File: src/rtl/trng_pkg.sv
// Shared types and default constants for the TRNG sampler slice.
package trng_pkg;

  typedef enum logic {
    VN_FIRST,
    VN_SECOND
  } vn_state_e;

  localparam int unsigned RCT_CUTOFF_DEF = 32;
  localparam int unsigned DIV_W_DEF      = 8;

endpackage

File: src/rtl/trng_sampler_if.sv
// Byte-stream valid/ready handshake from the sampler toward the I/O pins.
interface trng_sampler_if;

  logic [7:0] byte_out;
  logic       byte_valid;
  logic       byte_ready;

  modport master (output byte_out, output byte_valid, input byte_ready);
  modport slave  (input byte_out, input byte_valid, output byte_ready);

endinterface

File: src/rtl/trng_rct_monitor.sv
// Repetition-count health test on raw samples; raises a sticky fail on a long run.
module trng_rct_monitor
  import trng_pkg::*;
#(
  parameter int unsigned RCT_CUTOFF = RCT_CUTOFF_DEF
) (
  input  logic clk,
  input  logic rst_n,
  input  logic ena,
  input  logic strobe,
  input  logic b,
  input  logic fail_clr,
  output logic fail
);

  localparam logic [7:0] Cutoff = 8'(RCT_CUTOFF);

  logic [7:0] run_q;
  logic [7:0] run_inc;
  logic       prev_b_q;
  logic       fail_q;
  logic       set_fail;

  // A run count of 0 (after reset or clear) always restarts at 1.
  always_comb begin
    run_inc = 8'd1;
    if (b == prev_b_q) begin
      run_inc = (run_q == Cutoff) ? Cutoff : run_q + 8'd1;
    end
    set_fail = strobe && (run_inc == Cutoff);
  end

  always_ff @(posedge clk) begin
    if (!rst_n) begin
      run_q    <= '0;
      prev_b_q <= 1'b0;
      fail_q   <= 1'b0;
    end else if (ena) begin
      if (strobe) prev_b_q <= b;
      if (set_fail)      run_q <= run_inc;
      else if (fail_clr) run_q <= '0;
      else if (strobe)   run_q <= run_inc;
      fail_q <= set_fail | (fail_q & ~fail_clr);
    end
  end

  assign fail = fail_q;

endmodule

File: src/rtl/trng_sampler.sv
// Samples the asynchronous entropy bit, optionally von Neumann debiases it and
// packs bits MSB-first into bytes offered over a valid/ready handshake.
module trng_sampler
  import trng_pkg::*;
#(
  parameter int unsigned DIV_W      = DIV_W_DEF,
  parameter int unsigned RCT_CUTOFF = RCT_CUTOFF_DEF
) (
  input  logic             clk,
  input  logic             rst_n,
  input  logic             ena,
  input  logic             raw_in,
  input  logic [DIV_W-1:0] div,
  input  logic             vn_en,
  input  logic             fail_clr,
  trng_sampler_if.master   bus,
  output logic             health_fail,
  output logic             overflow
);

  logic             sync1_q, s_q;
  logic [DIV_W-1:0] cnt_q;
  logic             strobe;
  vn_state_e        vn_q, vn_eff;
  logic             vn_bit_q, vn_en_q;
  logic [7:0]       sh_q, shifted;
  logic [2:0]       bcnt_q;
  logic [7:0]       byte_q;
  logic             valid_q, ovf_q, ovf_set;
  logic             fail;
  logic             emit, emit_bit, byte_done;

  assign strobe = (cnt_q == div);

  trng_rct_monitor #(
    .RCT_CUTOFF(RCT_CUTOFF)
  ) u_rct (
    .clk     (clk),
    .rst_n   (rst_n),
    .ena     (ena),
    .strobe  (strobe),
    .b       (s_q),
    .fail_clr(fail_clr),
    .fail    (fail)
  );

  // A toggle of vn_en restarts pairing as if the FSM were in VN_FIRST.
  always_comb begin
    vn_eff   = (vn_en != vn_en_q) ? VN_FIRST : vn_q;
    emit     = 1'b0;
    emit_bit = s_q;
    if (strobe && !fail) begin
      if (!vn_en) begin
        emit = 1'b1;
      end else if (vn_eff == VN_SECOND && s_q != vn_bit_q) begin
        emit     = 1'b1;
        emit_bit = vn_bit_q;
      end
    end
    shifted   = {sh_q[6:0], emit_bit};
    byte_done = emit && (bcnt_q == 3'd7);
    ovf_set   = byte_done && valid_q && !bus.byte_ready;
  end

  always_ff @(posedge clk) begin
    if (!rst_n) begin
      sync1_q  <= 1'b0;
      s_q      <= 1'b0;
      cnt_q    <= '0;
      vn_q     <= VN_FIRST;
      vn_bit_q <= 1'b0;
      vn_en_q  <= 1'b0;
      sh_q     <= '0;
      bcnt_q   <= '0;
      byte_q   <= '0;
      valid_q  <= 1'b0;
      ovf_q    <= 1'b0;
    end else if (ena) begin
      sync1_q <= raw_in;
      s_q     <= sync1_q;
      cnt_q   <= (cnt_q >= div) ? '0 : cnt_q + DIV_W'(1);
      vn_en_q <= vn_en;

      if (strobe && vn_en) begin
        if (vn_eff == VN_FIRST) begin
          vn_bit_q <= s_q;
          vn_q     <= VN_SECOND;
        end else begin
          vn_q <= VN_FIRST;
        end
      end else if (vn_en != vn_en_q) begin
        vn_q <= VN_FIRST;
      end

      if (fail) begin
        sh_q   <= '0;
        bcnt_q <= '0;
      end else if (emit) begin
        sh_q   <= shifted;
        bcnt_q <= bcnt_q + 3'd1;
      end

      // A full byte is dropped only when the previous one is still unconsumed.
      if (byte_done && (!valid_q || bus.byte_ready)) begin
        byte_q  <= shifted;
        valid_q <= 1'b1;
      end else if (valid_q && bus.byte_ready) begin
        valid_q <= 1'b0;
      end

      ovf_q <= ovf_set | (ovf_q & ~fail_clr);
    end
  end

  assign bus.byte_out   = byte_q;
  assign bus.byte_valid = valid_q;
  assign health_fail    = fail;
  assign overflow       = ovf_q;

endmodule

File: src/flat_wrapper.sv
// flat-port wrapper written by rule: the top's interface ports become plain ports
module trng_sampler_flat import trng_pkg::*;
#(
  parameter int unsigned DIV_W      = DIV_W_DEF,
  parameter int unsigned RCT_CUTOFF = RCT_CUTOFF_DEF
)
  (clk, rst_n, ena, raw_in, div, vn_en, fail_clr, health_fail, overflow, bus_byte_out, bus_byte_valid, bus_byte_ready);
  trng_sampler_if bus_i ();
  input  logic clk;
  input  logic rst_n;
  input  logic ena;
  input  logic raw_in;
  input  logic [DIV_W-1:0] div;
  input  logic vn_en;
  input  logic fail_clr;
  output logic health_fail;
  output logic overflow;
  output wire logic [$bits(bus_i.byte_out)-1:0] bus_byte_out;
  output wire logic [$bits(bus_i.byte_valid)-1:0] bus_byte_valid;
  input wire logic [$bits(bus_i.byte_ready)-1:0] bus_byte_ready;
  assign bus_byte_out = bus_i.byte_out;
  assign bus_byte_valid = bus_i.byte_valid;
  assign bus_i.byte_ready = bus_byte_ready;
  trng_sampler #(.DIV_W(DIV_W), .RCT_CUTOFF(RCT_CUTOFF)) u_core (.clk(clk), .rst_n(rst_n), .ena(ena), .raw_in(raw_in), .div(div), .vn_en(vn_en), .fail_clr(fail_clr), .bus(bus_i), .health_fail(health_fail), .overflow(overflow));
endmodule
File: config.mk
export PLATFORM = sky130hd
export DESIGN_NAME = trng_sampler_flat
export DESIGN_NICKNAME = d
export VERILOG_FILES = /design/src/rtl/trng_pkg.sv /design/src/rtl/trng_sampler_if.sv /design/src/rtl/trng_rct_monitor.sv /design/src/rtl/trng_sampler.sv /design/src/flat_wrapper.sv
export SDC_FILE = /design/constraint.sdc
export NUM_CORES = 1
export LEC_CHECK = 0
export ABC_AREA = 1
export CAP_MARGIN = 40
export CORE_MARGIN = 4
export CORE_UTILIZATION = 35
export CTS_CLUSTER_SIZE = 8
export DETAILED_ROUTE_END_ITERATION = 8
export MAX_ROUTING_LAYER = met4
export PLACE_DENSITY = 0.51
export SLEW_MARGIN = 30
export SYNTH_ARGS = -nofsm -noshare
export SYNTH_HDL_FRONTEND = slang
export SYNTH_SLANG_ARGS = --single-unit
File: constraint.sdc
create_clock -name clk -period 4.6 [get_ports clk]
set_input_delay 0.92 -clock clk [delete_from_list [all_inputs] [get_ports clk]]
set_output_delay 0.92 -clock clk [all_outputs]
set_load 0.005 [all_outputs]
==> summary.txt <==
Outcome
  • Status: finished, final reports clean

Setup path
  • Setup crit end: u_core.u_rct.run_q[5]
  • CP startpoint: div[7]
  • Critical path class: input port to register
  • CP max stage cell: clkdlybuf4s50_1
  • CP dominant cell by count: inv_1
  • CP Data Required Time: 4800 ps
  • CP max stage delay: 450 ps
  • Worst Path Max Fanout: 8
  • RR Endpoint: u_core.sh_q[4]
  • R2r worst-path depth: 9
  • Setup crit start kind: input port
  • CP arrival: 2800 ps
  • Crit. End Element: register
  • R2r setup slk: 2780 ps
  • Reg-to-reg startpoint: u_core.cnt_q[3]
  • CP Cell Sequence: clkdlybuf4s50_1 -> inv_1 -> ha_1 -> nand2_1 -> nor2_4 -> nand3_4 -> nor2_2 -> nor2_2 -> inv_2 -> o21ai_0 -> inv_1 -> nand2_1 -> inv_1

Placement
  • DP Cell Count: 431
  • Post-DP Area: 2650 um^2
  • I/O Buffers: 25
  • Hpwl dp: 3660 um
  • RePlAce Congestion: 0.820

Cells and area
  • Inserted Diodes: 0
  • Layout Nets: 389
  • Final instance area: 2780 um^2
  • Fin cells: 439
  • Layout cells sized above 1: 0.0718
  • Area delta synth->final: 19.8%

Synth
  • Post-synthesis mux area share: 0
  • Largest family of logic cells by synthesized area: simple AND/OR/NAND/NOR gates
  • Ranking of synthesized cells by area: dfxtp_1, nand2_1, nor2_1, ha_1, inv_1
  • Synth Area in Adders: 0.0700
  • Syn nets: 361
  • Synth top area share: 0.370
  • Synth area leader: dfxtp_1
  • Syn. warnings: 0
  • Most numerous cell in the Yosys netlist: nand2_1
  • Cell area after synthesis: 2320 um^2
  • Post-synthesis area per instance: 6.98 um^2
  • Yosys reg bits: 43
  • Cell variety after synth: 30
  • Most frequent cells after synthesis: nand2_1, nor2_1, dfxtp_1, inv_1, a21oi_1
  • Post-Synth XOR/XNOR Area: 0.0302
  • Top FF cell, synth: dfxtp_1
  • Ys async rst share: 0
  • Post-synth EDFFs: 0
  • Mapped Cells: 333
  • Compound-Gate Fraction of Synth Area: 0.109
  • Synth Area in Simple Gates: 0.333
  • Sequential share of the synthesized area: 0.370

Drt
  • Total wire length: 4900 um
  • Iter 0 DRT Violations: 120
  • Avg WL per Cell: 11.2 um
  • Drt pass-1 iters: 6
  • Drc violations: 0
  • Vias post-DR: 2058
  • Final ANT Viol Nets: 0
  • DR vias/cell: 4.69

STA
  • Max Clk Rate: 385 MHz
  • Actual slew at the worst max-slew pin: 568 ps
  • RSZ-0062 raised after global routing: no
  • Final number of hold-violating endpoints: 0
  • Fin. max-slew vios: 0
  • Final worst path period share: 0.565
  • Final clock skew: 6.84 ps
  • Final TNS setup: 0 ps
  • Final min period: 2600 ps
  • Setup Viol. Count Final: 0
  • Slew Limit Headroom: 0.619

CTS
  • Hold Buf Count CTS: 0
  • # clock sinks: 43
  • Post-CTS Resized: 0
  • TritonCTS Buffers: 5
  • Post-CTS setup buffers: 0
  • Clock root cell: clkbuf_8
  • Clk slew on worst S/H paths: 80 ps
  • Htree depth: 2
  • CTS Buffer Depth: 2
  • TritonCTS clock tree: done
  • Clk_lat worst skew: 300 ps

Floorplanning
  • Starting density of the core: 0.364
  • Die W: 89.5 um
  • Die area: 8010 um^2
  • Die H: 89.5 um
  • Rows: 29
  • I/O pins: 26
  • Placeable Area: 6390 um^2

Min path
  • Hold Path Origin: u_core.bcnt_q[1]
  • Hold Path Class: register to register

Pwr
  • Power density cells: 289 nW/um^2
  • Pleak: 1.23 nW
  • Worst vdd ir: 0.155 mV

Global route
  • First-pass GRT wire length: 8890 um
  • GR Overflow Total: 0
  • Largest net degree at the start of global routing: 20
  • Vias in the first global route: 2035
  • Initial antenna violation count: 0
  • GRT Overall Usage: 0.144

Job
  • Max Cap Viol: 0
==> per-layer routing <==
metal,share of wire,track usage
met5,0,-
met4,0.011,0.0392
met3,0.037,0.0323
met2,0.45,0.234
met1,0.50,0.181
==> area by class of cell <==
type | count | area [um^2]
multi-input cells | 238 | 1260
flip-flops and latches | 43 | 861
clock buffers | 6 | 72.6
fillers | 679 | 3600
clock inverters | 2 | 60.1
inverters | 47 | 176
repair buffers | 26 | 258
well taps | 77 | 96.3
==> where the power goes <==
| part | switching (mW) | leakage, nW | internal, mW | total, mW |
|---|---|---|---|---|
| registers | 0.00656 | 0.348 | 0.378 | 0.385 |
| logic | 0.0408 | 0.812 | 0.0276 | 0.0684 |
| clock network | 0.133 | 0.0654 | 0.217 | 0.351 |
==> stage by stage <==
step	total power, mW	hold WS [ps]	utilization	worst slack, ps
6_report	0.804	470	0.436	2000
5_1_grt	0.842	502	0.436	1810
4_1_cts	0.813	472	0.436	1980
3_5_place_dp	0.462	459	0.415	1670
3_3_place_gp	0.463	453	0.415	1700
2_1_floorplan	0.437	441	-	2290
==> worst min-delay path by stage <==
stage	end	slack [ps]	cells past startpoint
detailed placement	u_core.sh_q[6]	460	2
global route	u_core.bcnt_q[1]	500	2
global placement	u_core.bcnt_q[2]	450	2
finish	u_core.bcnt_q[1]	470	2
CTS	u_core.sh_q[6]	470	2
floorplan	u_core.sh_q[6]	440	2
==> worst max-delay path: cells and delay by family <==
| family | cells | cell delay (ps) |
|---|---|---|
| simple gates | 6 | 710 |
| compound gates | 1 | 180 |
| fa+ha+maj | 1 | 300 |
| buf+inv | 5 | 700 |
==> flip-flops by register name (all words and copies together) (netlist names) <==
name	count
u_core.cnt_q	8
u_core.vn_q	1
u_core.vn_bit_q	1
u_core.bus.byte_out	8
u_core.sh_q	7
u_core.u_rct.run_q	8
u_core.overflow	1
u_core.s_q	1
u_core.bus.byte_valid	1
u_core.u_rct.prev_b_q	1
u_core.bcnt_q	3
u_core.vn_en_q	1
u_core.u_rct.fail	1
u_core.sync1_q	1
==> placed cells by master (no fill, tap or decap), types with 5 or more instances in the layout <==
| cell type | Yosys | layout |
|---|---|---|
| nand2_1 | 81 | 81 |
| nor2_1 | 44 | 44 |
| inv_1 | 43 | 43 |
| dfxtp_1 | 43 | 43 |
| a21oi_1 | 27 | 27 |
| clkdlybuf4s50_1 | 0 | 25 |
| nand3_1 | 22 | 22 |
| o21ai_0 | 13 | 13 |
| ha_1 | 13 | 13 |
| nor2_2 | 6 | 6 |
| nand4_1 | 5 | 5 |
| xor2_1 | 5 | 5 |
| clkbuf_8 | 0 | 5 |
==> kinds of logic after synthesis <==
group / after synthesis
buf+inv: 52
fa+ha+maj: 13
simple gates: 170
flops: 43
compound gates: 47
xor+xnor: 8
Power figures use the tool's default switching activity.
